## src/rtl/cmp_pkg.sv

```systemverilog
// Shared encodings for the comparator scheduler and its clients.
// Latency: n/a (types and constants only).  Backpressure: n/a.
package cmp_pkg;

    typedef enum logic [1:0] {
        ST_IDLE  = 2'd0,
        ST_GRANT = 2'd1,
        ST_CMP   = 2'd2,
        ST_DONE  = 2'd3
    } cmp_state_t;

    localparam logic [1:0] RES_GT = 2'd1;
    localparam logic [1:0] RES_LT = 2'd2;
    localparam logic [1:0] RES_EQ = 2'd3;

    function automatic logic [1:0] res_code(input logic gt, input logic lt);
        return gt ? RES_GT : (lt ? RES_LT : RES_EQ);
    endfunction

endpackage

```

## src/rtl/cmp_bit_slice.sv

```systemverilog
// One-bit magnitude comparator slice, the shared serial datapath.
// Latency: combinational.  Backpressure: none.
module cmp_bit_slice (
    input  logic a_bit,
    input  logic b_bit,
    output logic gt,
    output logic lt
);
    assign gt = a_bit & ~b_bit;
    assign lt = ~a_bit & b_bit;
endmodule

```

## src/rtl/rr_arb_nreq.sv

```systemverilog
// Round-robin winner select: first set request at or after ptr, wrapping.
// Latency: combinational.  Backpressure: vld low when no request is set.
module rr_arb_nreq
    import cmp_pkg::*;
#(
    parameter int NREQ = 4,
    parameter int IW   = $clog2(NREQ)
) (
    input  logic [NREQ-1:0] req,
    input  logic [IW-1:0]   ptr,
    output logic            vld,
    output logic [IW-1:0]   win
);
    logic [NREQ-1:0] rot;
    logic [IW-1:0]   ofs;
    logic [IW:0]     sum;

    always_comb begin
        // Rotate so that bit 0 is the pointer position; the first set bit is the offset.
        rot = NREQ'({req, req} >> ptr);
        ofs = '0;
        for (int i = NREQ - 1; i >= 0; i--) begin
            if (rot[i]) ofs = IW'(i);
        end
        sum = {1'b0, ptr} + {1'b0, ofs};
        if (sum >= (IW+1)'(NREQ)) sum = sum - (IW+1)'(NREQ);
        win = sum[IW-1:0];
        vld = |req;
    end
endmodule

```

## src/rtl/cmp_share_ctrl.sv

```systemverilog
// Round-robin share of one bit-serial comparator; MSB-first, one bit per cycle.
// Latency: req sample to done WIDTH+2 (k+2 on mismatch when CMP_EARLY_EXIT_EN is defined).
// Backpressure: req is a level, sampled only in IDLE; others wait for their turn.
module cmp_share_ctrl
    import cmp_pkg::*;
#(
    parameter int NREQ  = 4,
    parameter int WIDTH = 8
) (
    input  logic                     clk,
    input  logic                     rst_n,
    input  logic [NREQ-1:0]          req,
    input  logic [NREQ*WIDTH-1:0]    op_a,
    input  logic [NREQ*WIDTH-1:0]    op_b,
    output logic [NREQ-1:0]          gnt,
    output logic                     busy,
    output logic                     done,
    output logic [$clog2(NREQ)-1:0]  done_id,
    output logic                     greater,
    output logic                     lesser,
    output logic                     equal
);
    localparam int IW = $clog2(NREQ);
    localparam int CW = (WIDTH > 1) ? $clog2(WIDTH) : 1;

    cmp_state_t        state_q, state_d;
    logic [NREQ-1:0]   gnt_q, gnt_d;
    logic              busy_q, busy_d;
    logic              done_q, done_d;
    logic [IW-1:0]     done_id_q, done_id_d;
    logic              greater_q, greater_d;
    logic              lesser_q, lesser_d;
    logic              equal_q, equal_d;
    logic [IW-1:0]     ptr_q, ptr_d;
    logic [IW-1:0]     win_q, win_d;
    logic [WIDTH-1:0]  sa_q, sa_d;
    logic [WIDTH-1:0]  sb_q, sb_d;
    logic [CW-1:0]     cnt_q, cnt_d;
    logic              mis_q, mis_d;
    logic              pgt_q, pgt_d;
    logic              plt_q, plt_d;

    logic              arb_vld;
    logic [IW-1:0]     arb_win;
    logic              s_gt, s_lt;
    logic              mis_now;
    logic              cmp_exit;
    logic [WIDTH-1:0]  a_sel, b_sel;

    rr_arb_nreq #(.NREQ(NREQ), .IW(IW)) u_arb (
        .req (req),
        .ptr (ptr_q),
        .vld (arb_vld),
        .win (arb_win)
    );

    cmp_bit_slice u_slice (
        .a_bit (sa_q[WIDTH-1]),
        .b_bit (sb_q[WIDTH-1]),
        .gt    (s_gt),
        .lt    (s_lt)
    );

    always_comb begin
        a_sel = '0;
        b_sel = '0;
        for (int i = 0; i < NREQ; i++) begin
            if (win_q == IW'(i)) begin
                a_sel = op_a[i*WIDTH +: WIDTH];
                b_sel = op_b[i*WIDTH +: WIDTH];
            end
        end
    end

    assign mis_now = mis_q | s_gt | s_lt;

`ifdef CMP_EARLY_EXIT_EN
    assign cmp_exit = (cnt_q == '0) || mis_now;
`else
    assign cmp_exit = (cnt_q == '0);
`endif

    always_comb begin
        state_d   = state_q;
        gnt_d     = '0;
        busy_d    = busy_q;
        done_d    = 1'b0;
        done_id_d = done_id_q;
        greater_d = greater_q;
        lesser_d  = lesser_q;
        equal_d   = equal_q;
        ptr_d     = ptr_q;
        win_d     = win_q;
        sa_d      = sa_q;
        sb_d      = sb_q;
        cnt_d     = cnt_q;
        mis_d     = mis_q;
        pgt_d     = pgt_q;
        plt_d     = plt_q;
        case (state_q)
            ST_IDLE: begin
                if (arb_vld) begin
                    state_d = ST_GRANT;
                    gnt_d   = NREQ'(1) << arb_win;
                    busy_d  = 1'b1;
                    win_d   = arb_win;
                end
            end
            ST_GRANT: begin
                state_d = ST_CMP;
                sa_d    = a_sel;
                sb_d    = b_sel;
                cnt_d   = CW'(WIDTH - 1);
                mis_d   = 1'b0;
                pgt_d   = 1'b0;
                plt_d   = 1'b0;
                ptr_d   = (win_q == IW'(NREQ - 1)) ? '0 : win_q + 1'b1;
            end
            ST_CMP: begin
                sa_d = sa_q << 1;
                sb_d = sb_q << 1;
                // Only the most significant differing bit decides the result.
                if (!mis_q && (s_gt || s_lt)) begin
                    mis_d = 1'b1;
                    pgt_d = s_gt;
                    plt_d = s_lt;
                end
                if (cmp_exit) begin
                    state_d   = ST_DONE;
                    done_d    = 1'b1;
                    done_id_d = win_q;
                    greater_d = mis_q ? pgt_q : s_gt;
                    lesser_d  = mis_q ? plt_q : s_lt;
                    equal_d   = ~mis_now;
                end else begin
                    cnt_d = cnt_q - 1'b1;
                end
            end
            ST_DONE: begin
                state_d = ST_IDLE;
                busy_d  = 1'b0;
            end
            default: state_d = ST_IDLE;
        endcase
    end

    always_ff @(posedge clk or negedge rst_n) begin
        if (!rst_n) begin
            state_q   <= ST_IDLE;
            gnt_q     <= '0;
            busy_q    <= 1'b0;
            done_q    <= 1'b0;
            done_id_q <= '0;
            greater_q <= 1'b0;
            lesser_q  <= 1'b0;
            equal_q   <= 1'b0;
            ptr_q     <= '0;
            win_q     <= '0;
            sa_q      <= '0;
            sb_q      <= '0;
            cnt_q     <= '0;
            mis_q     <= 1'b0;
            pgt_q     <= 1'b0;
            plt_q     <= 1'b0;
        end else begin
            state_q   <= state_d;
            gnt_q     <= gnt_d;
            busy_q    <= busy_d;
            done_q    <= done_d;
            done_id_q <= done_id_d;
            greater_q <= greater_d;
            lesser_q  <= lesser_d;
            equal_q   <= equal_d;
            ptr_q     <= ptr_d;
            win_q     <= win_d;
            sa_q      <= sa_d;
            sb_q      <= sb_d;
            cnt_q     <= cnt_d;
            mis_q     <= mis_d;
            pgt_q     <= pgt_d;
            plt_q     <= plt_d;
        end
    end

    assign gnt     = gnt_q;
    assign busy    = busy_q;
    assign done    = done_q;
    assign done_id = done_id_q;
    assign greater = greater_q;
    assign lesser  = lesser_q;
    assign equal   = equal_q;

endmodule

```

## config.mk

```make
export PLATFORM = sky130hd
export DESIGN_NAME = cmp_share_ctrl
export DESIGN_NICKNAME = d
export VERILOG_FILES = /design/src/rtl/cmp_pkg.sv /design/src/rtl/cmp_bit_slice.sv /design/src/rtl/rr_arb_nreq.sv /design/src/rtl/cmp_share_ctrl.sv
export SDC_FILE = /design/constraint.sdc
export NUM_CORES = 1
export LEC_CHECK = 0
export CAP_MARGIN = 10
export CORE_MARGIN = 2
export CORE_UTILIZATION = 46
export DETAILED_ROUTE_END_ITERATION = 7
export PLACE_DENSITY = 0.81
export SLEW_MARGIN = 30
export SYNTH_ARGS = -nofsm -noshare
export SYNTH_HDL_FRONTEND = slang
export SYNTH_HIERARCHICAL = 1
export SYNTH_SLANG_ARGS = --single-unit
```

## constraint.sdc

```tcl
create_clock -name clk -period 2.3 [get_ports clk]
set_input_delay 0.46 -clock clk [delete_from_list [all_inputs] [get_ports clk]]
set_output_delay 0.46 -clock clk [all_outputs]
set_load 0.01 [all_outputs]
```

Word-level counts from Yosys, hierarchy flattened

Index checks and enable logic that the tools add are counted.

Register bits: 39
Bits of input ports: 70
Output and inout bits: 11
Logic and storage cells: 90

Add/subtract/negate cells: 4
$lt $le $gt $ge: 1
Equality and inequality tests: 10
Shift-type cells: 2
Multiplexer cells: 35
Bitwise operators: 7
Reduce and logical (&&, ||, !) cells: 15

Operator list:

| kind                | count |
|---|---|
| $mux 8              | 8 |
| $pmux 8 s2          | 2 |
| $mux 2              | 8 |
| $reduce_and 2->1    | 6 |
| $eq 2x2->1 const B  | 4 |
| $mux 1              | 8 |
| $mux 4              | 2 |
| $ne 2x2->1 const B  | 4 |
| $pmux 1 s2          | 4 |
| $pmux 2 s4          | 1 |
| $shr 8x2->4         | 1 |
| $pmux 3 s2          | 1 |
| $eq 2x1->1 const B  | 2 |
| $logic_not 2->1     | 2 |
| $reduce_bool 2->1   | 2 |
| $reduce_or 4->1     | 1 |
| $shl 1x2->4 const A | 1 |
| $add 2x2->3         | 1 |
| $ge 3x3->1 const B  | 1 |
| $logic_not 3->1     | 1 |
| $mux 3              | 1 |
| $not 1->1           | 3 |
| $sub 3x1->3 const B | 1 |
| $add 2x1->2 const B | 1 |
| other kinds (6)     | 8 |

Logic depth before layout (Yosys ltp)

Gate-level depths: netlist of run 1.

Word-level depth: 11
Mapped depth: 10
Gate-level depth less buffers: 9

Cells and area by module

Netlist of run 1, hierarchy kept.

Modules (own cells, without submodules):

| module         | instances | cells an instance | area each (µm²) | sequential area each (µm²) |
|---|---|---|---|---|
| cmp_share_ctrl | 1         | 220               | 2217.1          | 975.9 |
| rr_arb_nreq    | 1         | 27                | 178.9           | 0.0 |
| cmp_bit_slice  | 1         | 2                 | 15.0            | 0.0 |

Worst setup path after synthesis of run 1

No wires, ideal clock.

Kind: register to register
Start: register ptr_q[0]
End: register gnt_q[2], in the netlist gnt[2]
Library setup time: 73 ps
Arrival time: 1706 ps
Required time: 2227 ps
Path slack: 522 ps
Stages on the path, launching flop included: 11
Path buffers: 1
Clock period less this slack: 1778 ps
Cell sequence: dfrtp_1 buf_4 nand2_1 nor2_1 o21ai_0 o211ai_1 ha_1 xor2_1 xnor2_1 nand3_1 nor2_1

Word-level cells in the longest chain between the ends: 11
Elaborated cells between the ends (all ways): 12
Those cells by class: 2 x add/sub; 1 x order compare; 2 x shift; 7 x mux

RTL lines:

| element                                          | RTL line              | text |
|---|---|---|
| start: declaration                               | cmp_share_ctrl.sv:34  | `logic [IW-1:0] ptr_q, ptr_d;` |
| start signal: assignment                         | cmp_share_ctrl.sv:174 | `ptr_q <= ptr_d;` |
| $shr 8x2->4                                      | rr_arb_nreq.sv:20     | `rot = NREQ'({req, req} >> ptr);` |
| $mux 2 (4 in series)                             | rr_arb_nreq.sv:23     | `if (rot[i]) ofs = IW'(i);` |
| $add 2x2->3 (*)                                  | rr_arb_nreq.sv:25     | `sum = {1'b0, ptr} + {1'b0, ofs};` |
| $ge 3x3->1 / $sub 2x1->2 (equally long branches) | rr_arb_nreq.sv:26     | `if (sum >= (IW+1)'(NREQ)) sum = sum - (IW+1)'(NREQ);` |
| $mux 2 (*)                                       | rr_arb_nreq.sv:26     |  |
| named net arb_win[1]                             | cmp_share_ctrl.sv:44  | `logic [IW-1:0] arb_win;` |
| $shl 1x2->4 (*)                                  | cmp_share_ctrl.sv:104 | `gnt_d = NREQ'(1) << arb_win;` |
| $mux 4 (*)                                       | cmp_share_ctrl.sv:102 | `if (arb_vld) begin` |
| $mux 4 (*)                                       | cmp_share_ctrl.sv:100 | `case (state_q)` |
| named net gnt_d[2]                               | cmp_share_ctrl.sv:27  | `logic [NREQ-1:0] gnt_q, gnt_d;` |
| end signal: assignment                           | cmp_share_ctrl.sv:167 | `gnt_q <= gnt_d;` |
| end: declaration                                 | cmp_share_ctrl.sv:27  |  |

The timed path passes the listed nets; every way through them passes the cells marked *.
A chain may end at the register's enable or synchronous reset.

Worst setup path in the final report of run 1

Start: input req[0]
End: register gnt_q[1], in the netlist gnt[1]

Word-level cells in the longest chain between the ends: 11
Elaborated cells between the ends (all ways): 13
Those cells by class: 2 x add/sub; 1 x order compare; 2 x shift; 7 x mux; 1 x reduce/logical

RTL lines:

| element                                          | RTL line              | text |
|---|---|---|
| start: declaration                               | cmp_share_ctrl.sv:12  | `input logic [NREQ-1:0] req,` |
| $shr 8x2->4 (*)                                  | rr_arb_nreq.sv:20     |  |
| $mux 2 (3 in series)                             | rr_arb_nreq.sv:23     |  |
| $mux 2 (*)                                       | rr_arb_nreq.sv:23     |  |
| $add 2x2->3 (*)                                  | rr_arb_nreq.sv:25     |  |
| $ge 3x3->1 / $sub 2x1->2 (equally long branches) | rr_arb_nreq.sv:26     |  |
| $mux 2 (*)                                       | rr_arb_nreq.sv:26     |  |
| named net arb_win[1]                             | cmp_share_ctrl.sv:44  |  |
| $shl 1x2->4 (*)                                  | cmp_share_ctrl.sv:104 |  |
| $mux 4 (*)                                       | cmp_share_ctrl.sv:102 |  |
| $mux 4 (*)                                       | cmp_share_ctrl.sv:100 |  |
| named net gnt_d[1]                               | cmp_share_ctrl.sv:27  |  |

Marked as above.

==> flow_metrics.env, run 1 <==
export IMPL_io_buffers=80
export IMPL_yosysUniqueCellTypes=49
export IMPL_ys_seq_area_share_pct=40.48
export IMPL_wire_per_inst_um=15.55
export IMPL_grt_overflow_total=0
export IMPL_die_area_sq_um=5836
export IMPL_final_hold_viol_count=0
export IMPL_postRouteWirelength_um=6343
export IMPL_drive_above_1_share_pct=12.13
export IMPL_post_synth_top_count_cell="dfrtp_1"
export IMPL_crit_fanout=7
export IMPL_antenna_left=0
export IMPL_dp_hpwl_um=4651
export IMPL_fin_area_sq_um=3441
export IMPL_synth_edf_count=0
export IMPL_cts_max_level=2
export IMPL_cp_start_kind="input port"
export IMPL_hold_slack_ns=0.1218
export IMPL_finClkSkew_ns=0.007191
export IMPL_postLayoutCoreUtil_pct=67.80
export IMPL_ys_warn_count=6
export IMPL_fp_row_count=26
export IMPL_core_sq_um=5075
export IMPL_die_height_um=76.40
export IMPL_synth_flop_cell="dfrtp_1"
export IMPL_die_x_um=76.40
export IMPL_grt_pass1_wl_um=10700
export IMPL_synth_top_area_cell="dfrtp_1"
export IMPL_drc=0
export IMPL_crit_type="input port to flip-flop"
export IMPL_relSlewSlack_pct=65.44
export IMPL_avgViaCountPerCell=5.453
export IMPL_hp_class="input port to async pin"
export IMPL_start_util_pct=47.51
export IMPL_synth_area_leaders="dfrtp_1, ha_1, a221oi_2, nand2_1, o22ai_1"
export IMPL_netlist_instances=249
export IMPL_num_vias=2225
export IMPL_antenna_cells=0
export IMPL_worstSetupEndpointType="flip-flop"
export IMPL_cts_hold_buf=0
export IMPL_reg2reg_slack_ns=0.36
export IMPL_cts_resized=0
export IMPL_antenna_found_initial=0
export IMPL_drtPass1Iterations=4
export IMPL_synth_avg_cell_area_sq_um=9.683
export IMPL_worstPathRequired_ns=2.51
export IMPL_rsz0062_at_grt="false"
export IMPL_fin_crit_sh_pct=93.57
export IMPL_clock_latency_ns=0.29
export IMPL_drv_slew=0
export IMPL_tritoncts="built"
export IMPL_cts_setup_buffers=0
export IMPL_syn_cell_area_sq_um=2411
export IMPL_leakagePower_uw=0.001441
export IMPL_setup_viol=0
export IMPL_fmax_mhz=464.6
export IMPL_grt_pass1_vias=2319
export IMPL_clk_pin_slew_ns=0.08
export IMPL_power_density_nw_per_um2=1328
export IMPL_async_flop_share_pct=100.0
export IMPL_clockRootBuffer="clkbuf_8"
export IMPL_vdd_drop_max_v=0.0009545
export IMPL_status="finished clean"
export IMPL_clk_path_buf_depth=2
export IMPL_ys_ff_latch=39
export IMPL_num_nets_final=418
export IMPL_crit_arrival_ns=2.36
export IMPL_grtUsageTotal_pct=22.67
export IMPL_cts_num_sinks=39
export IMPL_syn_nets=330
export IMPL_synth_commonest_cells="dfrtp_1, nand2_1, inv_1, o22ai_1, o21ai_0"
export IMPL_syn2layout_area_growth_pct=42.71
export IMPL_synth_top_area_share_pct=40.48
export IMPL_pin_count=81
export IMPL_fin_crit_ns=2.152
export IMPL_place_area_sq_um=3293
export IMPL_dr_first_iter_drc_count=175
export IMPL_maxCapViolations=0
export IMPL_gp_congestion=0.7985
export IMPL_worstMarginPinSlew_ns=0.5184
export IMPL_grt_max_degree=40
export IMPL_cts_made_buffers=5
-- final timing paths --
check | start | endpoint | cells past startpoint
setup reg to reg | ptr_q[0]$_DFFE_PN0P_ | gnt[1]$_DFF_PN0_ | 9
min in group clk | greater$_DFFE_PN0P_ | greater$_DFFE_PN0P_ | 2
setup / recovery | req[0] | gnt[1]$_DFF_PN0_ | 10
hold reg to reg | greater$_DFFE_PN0P_ | greater$_DFFE_PN0P_ | 2
max in group asynchronous | rst_n | gnt[1]$_DFF_PN0_ | 2
hold / removal | rst_n | sb_q[4]$_DFFE_PN0P_ | 1
-- critical path, cell delays in order --
cell,delay [ns]
clkdlybuf4s50_1,0.51
nor2_1,0.18
nor3_1,0.07
a21oi_1,0.16
o211ai_1,0.11
ha_1,0.23
xor2_1,0.15
xnor2_1,0.15
buf_4,0.15
nor3_1,0.18
-- metal layers --
layer	global-route usage (%)	wire [um]	share of wire, %
met5	0	0	0
met2	39.56	3274	52
met3	3.910	199	3.1
met4	8.364	140	2.2
met1	28.08	2728	43
-- sequential cells by signal, indices dropped and copies added, names as in the netlist --
name     cells
sa_q         8
sb_q         8
gnt          4
cnt_q        3
done_id      2
ptr_q        2
state_q      2
win_q        2
busy         1
done         1
equal        1
greater      1
lesser       1
mis_q        1
pgt_q        1
plt_q        1
-- layout make-up --
type                            instances  area (sq um)
Fill cell                             413          1634
Tap cell                               70         87.58
Sequential cell                        39         975.9
Clock buffer                            6         82.58
Inverter                               17         63.81
Clock inverter                          2         35.03
Timing Repair Buffer                   96         938.4
Multi-Input combinational cell        178          1257
-- power by group --
| group | switching, uW | internal (uW) | total [uW] |
|---|---|---|---|
| registers | 240 | 1020 | 1260 |
| clock network | 245 | 351 | 596 |
| logic | 1400 | 1310 | 2710 |
| total | 1890 | 2680 | 4570 |
-- metrics by stage --
stage	TNS, ns	std cells	total power, uW	setup WS [ns]
final	0	408	4569	0.1478
after global routing	0	408	4957	0.01045
after CTS	0	407	4580	0.1340
after detailed placement	-0.6581	399	3950	-0.1676
after global placement	-0.1216	399	3845	-0.03236
after floorplan	0	249	3213	0.5216
-- logic make-up (layout without fill, tap and decap cells) --
| family | Yosys count | after routing | synth area share (%) |
|---|---|---|---|
| AND/OR/NAND/NOR | 69 | 69 | 14.17 |
| AO/OA/AOI/OAI | 90 | 90 | 28.91 |
| buffers and inverters | 32 | 121 | 7.368 |
| flip-flops | 39 | 39 | 40.48 |
| XOR/XNOR | 2 | 2 | 0.7267 |
| adder cells (fa/ha/maj) | 11 | 11 | 5.708 |
| multiplexers | 6 | 6 | 2.647 |
-- cells in the final DEF (no fill, tap or decap), types with 2 or more instances in the layout --
cell and instances:
nor3_1 5, o311ai_0 4, o311ai_1 8, mux2_2 3, o21ai_0 13, o32ai_1 2
a21oi_1 8, clkdlybuf4s50_1 78, nor3b_1 2, inv_1 17, a221oi_2 8, ha_1 11
nand2b_1 2, nand3b_1 2, mux2i_1 3, nor2b_1 8, a221oi_1 6, nand2_1 32
buf_4 15, clkbuf_8 6, dfrtp_1 39, nor2_1 9, a31oi_1 4, o22ai_1 15
o21a_1 12
Power figures use the tool's default switching activity.
==> run 2: changes to the inputs <==
- PLACE_DENSITY: 0.81 -> not set
- PLACE_DENSITY_LB_ADDON: not set -> 0.2
==> run 2 against run 1 <==
Die area did not move; worst hold slack got worse by 0.015 ns; sequential power barely moved; via count fell by 0.40%; wire length fell by 5.5%; critical path type unchanged; critical endpoint is now gnt[0]$_DFF_PN0_; largest cell class unchanged; largest power group unchanged.
==> flow_metrics.env, run 2 (synthesis gave the netlist of run 1 again) <==
export IMPL_power_total_uw=4351
export IMPL_clockRootBuffer="clkbuf_8"
export IMPL_final_common_cell="clkdlybuf4s50_1"
export IMPL_maxCapViolations=0
export IMPL_drive_above_1_share_pct=11.34
export IMPL_postLayoutCoreUtil_pct=66.59
export IMPL_fill_cells=458
export IMPL_gp_congestion=0.7578
export IMPL_die_height_um=76.40
export IMPL_relSlewSlack_pct=54.96
export IMPL_die_area_sq_um=5836
export IMPL_clock_latency_ns=0.29
export IMPL_antenna_found_initial=0
export IMPL_avgViaCountPerCell=5.472
export IMPL_seq_area_sq_um=975.9
export IMPL_cts_resized=0
export IMPL_crit_arrival_ns=2.34
export IMPL_clk_path_buf_depth=2
export IMPL_setup_viol=0
export IMPL_vdd_drop_max_v=0.0009571
export IMPL_setup_tns_ns=0
export IMPL_leakagePower_uw=0.001392
export IMPL_worstMarginPinSlew_ns=0.6756
export IMPL_clk_pin_slew_ns=0.08
export IMPL_pin_count=81
export IMPL_slowest_delay_ns=0.59
export IMPL_worstSetupEndpointType="flip-flop"
export IMPL_crit_family="buffers and inverters"
export IMPL_crit_slowest_cell="clkdlybuf4s50_1"
export IMPL_grt_overflow_total=0
export IMPL_drtPass1Iterations=5
export IMPL_syn2layout_area_growth_pct=40.17
export IMPL_postRouteWirelength_um=5991
export IMPL_dp_hpwl_um=4563
export IMPL_cp_start_kind="input port"
export IMPL_fmax_mhz=466.2
export IMPL_dr_first_iter_drc_count=93
export IMPL_grt_pass1_wl_um=9984
export IMPL_worstPathRequired_ns=2.50
export IMPL_io_buffers=80
export IMPL_wire_per_inst_um=14.79
export IMPL_tritoncts="built"
export IMPL_fp_row_count=26
export IMPL_power_density_nw_per_um2=1287
export IMPL_crit_fanout=7
export IMPL_drv_slew=0
export IMPL_cts_setup_buffers=0
export IMPL_crit_chain="clkdlybuf4s50_1, nor2_1, nor4_1, a21oi_1, o211ai_1, ha_1, xor2_1, xnor2_1, buf_4, nor3_1"
export IMPL_cts_hold_buf=0
export IMPL_cts_num_sinks=39
export IMPL_num_nets_final=415
export IMPL_hp_class="input port to async pin"
export IMPL_multi_input_area_sq_um=1257
export IMPL_final_hold_viol_count=0
export IMPL_core_sq_um=5075
export IMPL_finClkSkew_ns=0.007151
export IMPL_rsz0062_at_grt="false"
export IMPL_hold_slack_ns=0.1070
export IMPL_grt_pass1_vias=2092
export IMPL_cts_max_level=2
export IMPL_cp_num_buf_inv=2
export IMPL_antenna_left=0
export IMPL_fin_crit_ns=2.145
export IMPL_num_vias=2216
export IMPL_start_util_pct=47.51
export IMPL_status="finished clean"
export IMPL_grt_max_degree=31
export IMPL_drc=0
export IMPL_grtUsageTotal_pct=21.20
export IMPL_die_x_um=76.40
export IMPL_fin_crit_sh_pct=93.26
export IMPL_final_cell_mix="clkdlybuf4s50_1, dfrtp_1, nand2_1, inv_1, o22ai_1"
export IMPL_crit_type="input port to flip-flop"
export IMPL_cts_made_buffers=5
export IMPL_antenna_cells=0
[run 2: cell count changes in the layout (fill, tap and decap cells not counted), sizes merged]
cell           previous run  this run
clkbuf                    6         5
dlymetal6s2s              1         0
clkdlybuf4s50            78        79
bufinv                    1         0
clkinvlp                  0         2
buf                      17        14
[run 2: routing by layer]
| metal | vias to the layer above | track usage (%) | wire length [um] | share of wire, % |
|---|---|---|---|---|
| met5 | - | 0 | 0 | 0 |
| met4 | 0 | 6.000 | 72 | 1.2 |
| met3 | 7 | 3.673 | 221 | 3.7 |
| met2 | 48 | 36.46 | 3005 | 50 |
| met1 | 1065 | 27.50 | 2692 | 45 |
| li1 | 1096 | - | - | - |
[run 2: stage by stage]
step	setup WS (ns)	cells	cell area, sq um
2_1_floorplan	0.5216	249	2411
3_3_place_gp	-0.007637	397	3291
3_5_place_dp	-0.1241	397	3291
4_1_cts	0.1702	405	3379
5_1_grt	0.009522	405	3379
6_report	0.1550	405	3379
[run 2: worst register-to-register path: cells and delay by family, from the launching register on]
family | cells | cell delay (ns)
compound gates | 2 | 0.28
flops | 1 | 0.49
buf+inv | 1 | 0.14
xor+xnor | 2 | 0.30
simple gates | 3 | 0.41
fa+ha+maj | 1 | 0.22
[run 2: final timing paths]
check                                    endpoint                    from  slack (ns)  depth (start not counted)
setup / recovery                 gnt[0]$_DFF_PN0_                  req[3]        0.15                         10
hold / removal                     done$_DFF_PN0_                   rst_n        0.11                          1
setup reg to reg                 gnt[0]$_DFF_PN0_    ptr_q[0]$_DFFE_PN0P_        0.37                          9
hold reg to reg            done_id[0]$_DFFE_PN0P_  done_id[0]$_DFFE_PN0P_        0.49                          2
max in group asynchronous     sb_q[3]$_DFFE_PN0P_                   rst_n        1.66                          2
min in group clk           done_id[0]$_DFFE_PN0P_  done_id[0]$_DFFE_PN0P_        0.49                          2
[run 2: power by group]
group / total [uW] / internal (uW) / switching (uW)
registers: 1250 / 1020 / 230
clock network: 460 / 211 / 249
logic: 2640 / 1290 / 1350
total: 4350 / 2530 / 1830
[run 2: area by class of cell]
class                      count  share of cell area (%)
clock buffer                   5                   2.036
tap                           70                   2.592
sequential                    39                   28.88
inverter                      17                   1.888
multi-input combinational    178                   37.21
clock inverter                 3                  0.5924
timing repair buffer          93                   26.80
==> run 3: changes to the inputs <==
- PLACE_DENSITY: not set -> 0.82
- PLACE_DENSITY_LB_ADDON: 0.2 -> not set
==> run 3 against run 2 <==
Core utilization fell by 0.52 points; setup slack improved by 0.037 ns; via count fell by 0.68%; sequential share of layout area rose by 0.23 points; cell area fell by 0.78%; critical path type unchanged.
==> flow_metrics.env, run 3 (synthesis gave the netlist of run 1 again) <==
export IMPL_clk_pin_slew_ns=0.07
export IMPL_p_sw_uw=1812
export IMPL_crit_family="buffers and inverters"
export IMPL_grt_pass1_wl_um=10630
export IMPL_relSlewSlack_pct=65.00
export IMPL_seqPwrFrac_pct=29.0
export IMPL_crit_type="input port to flip-flop"
export IMPL_dr_first_iter_drc_count=112
export IMPL_p_sw_share_pct=41.98
export IMPL_fin_crit_ns=2.108
export IMPL_syn2layout_area_growth_pct=39.08
export IMPL_antenna_cells=0
export IMPL_place_area_sq_um=3263
export IMPL_postLayoutCoreUtil_pct=66.07
export IMPL_hold_slack_ns=0.1290
export IMPL_grt_max_degree=40
export IMPL_hp_class="input port to async pin"
export IMPL_power_internal_uw=2504
export IMPL_dp_hpwl_um=4611
export IMPL_die_height_um=76.40
export IMPL_clk_path_buf_depth=2
export IMPL_crit_slowest_cell="clkdlybuf4s50_1"
export IMPL_grt_pass1_vias=2300
export IMPL_final_hold_viol_count=0
export IMPL_finClkSkew_ns=0.01073
export IMPL_slowest_delay_ns=0.48
export IMPL_antenna_found_initial=0
export IMPL_core_sq_um=5075
export IMPL_vdd_drop_max_v=0.001141
export IMPL_pwr_share_comb_pct=60.3
export IMPL_fin_crit_sh_pct=91.67
export IMPL_cp_num_buf_inv=2
export IMPL_antenna_left=0
export IMPL_fp_row_count=26
export IMPL_crit_fanout=5
export IMPL_wire_per_inst_um=15.40
export IMPL_power_density_nw_per_um2=1287
export IMPL_worstSetupEndpointType="flip-flop"
export IMPL_crit_arrival_ns=2.31
export IMPL_crit_chain="clkdlybuf4s50_1, nor2_1, nor3_1, a21oi_1, o211ai_1, ha_1, xor2_1, xnor2_1, buf_4, nor3_1"
export IMPL_die_x_um=76.40
export IMPL_cts_max_level=2
export IMPL_worstMarginPinSlew_ns=0.5245
export IMPL_cts_resized=0
export IMPL_setup_viol=0
export IMPL_num_nets_final=413
export IMPL_maxCapViolations=0
export IMPL_num_vias=2201
export IMPL_grt_overflow_total=0
export IMPL_cts_made_buffers=5
export IMPL_cts_setup_buffers=0
export IMPL_worstPathRequired_ns=2.50
export IMPL_fmax_mhz=474.3
export IMPL_final_cell_mix="clkdlybuf4s50_1, dfrtp_1, nand2_1, inv_1, o22ai_1"
export IMPL_leakagePower_uw=0.001387
export IMPL_clock_latency_ns=0.29
export IMPL_avgViaCountPerCell=5.475
export IMPL_drtPass1Iterations=4
export IMPL_drc=0
export IMPL_io_buffers=80
export IMPL_die_area_sq_um=5836
export IMPL_fin_area_sq_um=3353
export IMPL_cp_common_cell="nor3_1"
export IMPL_final_common_cell="clkdlybuf4s50_1"
export IMPL_p_clk_share_pct=10.6
export IMPL_cts_num_sinks=39
export IMPL_drive_above_1_share_pct=10.54
export IMPL_grtUsageTotal_pct=22.74
export IMPL_cp_start_kind="input port"
export IMPL_start_util_pct=47.51
export IMPL_cts_hold_buf=0
export IMPL_drv_slew=0
export IMPL_status="finished clean"
export IMPL_tritoncts="built"
export IMPL_postRouteWirelength_um=6189
export IMPL_dp_cells=395
export IMPL_instances_no_fill=402
export IMPL_pin_count=81
export IMPL_fill_cells=435
export IMPL_rsz0062_at_grt="false"
export IMPL_clockRootBuffer="clkbuf_8"
export IMPL_gp_congestion=0.8038
[run 3: changes by cell type in the layout (fill, tap and decap cells not counted), sizes merged]
cell and change:
clkinvlp -2, clkbuf +1, buf -2
[run 3: worst paths after layout]
path / depth (start not counted) / start / endpoint / slack [ns]
setup / recovery: 10 / req[0] / gnt[1]$_DFF_PN0_ / 0.19
hold / removal: 1 / rst_n / sb_q[4]$_DFFE_PN0P_ / 0.13
setup reg to reg: 9 / ptr_q[0]$_DFFE_PN0P_ / gnt[1]$_DFF_PN0_ / 0.35
hold reg to reg: 2 / lesser$_DFFE_PN0P_ / lesser$_DFFE_PN0P_ / 0.48
max in group asynchronous: 1 / rst_n / busy$_DFFE_PN0P_ / 1.82
min in group clk: 2 / lesser$_DFFE_PN0P_ / lesser$_DFFE_PN0P_ / 0.48
[run 3: area by class of cell]
type                            instances  area [sq um]  area share (%)
Clock buffer                            6         82.58           2.463
Clock inverter                          1         5.005          0.1493
Inverter                               17         63.81           1.903
Multi-Input combinational cell        178          1257           37.50
Sequential cell                        39         975.9           29.10
Tap cell                               70         87.58           2.612
Timing Repair Buffer                   91         880.8           26.27
[run 3: worst reg2reg max path: stages (launching register included)]
cell	delay, ns
dfrtp_1	0.50
nand2_1	0.15
nor2_1	0.06
o21ai_0	0.17
o211ai_1	0.12
ha_1	0.22
xor2_1	0.15
xnor2_1	0.16
buf_4	0.15
nor3_1	0.18
[run 3: power by group through the flow]
stage	clock network [uW]	logic, uW	registers (uW)
2_1_floorplan	0	1980	1230
3_3_place_gp	0	2540	1250
3_5_place_dp	0	2610	1260
4_1_cts	474	2630	1250
5_1_grt	517	2910	1300
6_report	459	2600	1250
[run 3: through the flow]
| stage | setup slack (ns) | power [uW] | TNS, ns |
|---|---|---|---|
| after global routing | 0.04792 | 4726 | 0 |
| final | 0.1917 | 4316 | 0 |
| after floorplan | 0.5216 | 3213 | 0 |
| after detailed placement | -0.09996 | 3872 | -0.3159 |
| after global placement | 0.0002129 | 3782 | 0 |
| after CTS | 0.1913 | 4356 | 0 |
[run 3: metal layers]
metal  up-vias  routed length [um]  global-route usage, %
li1       1092                   -                      -
met1      1041                2588                  27.94
met2        54                3163                  38.50
met3        14                 235                  4.621
met4         0                 201                  10.36
met5         -                   0                      0
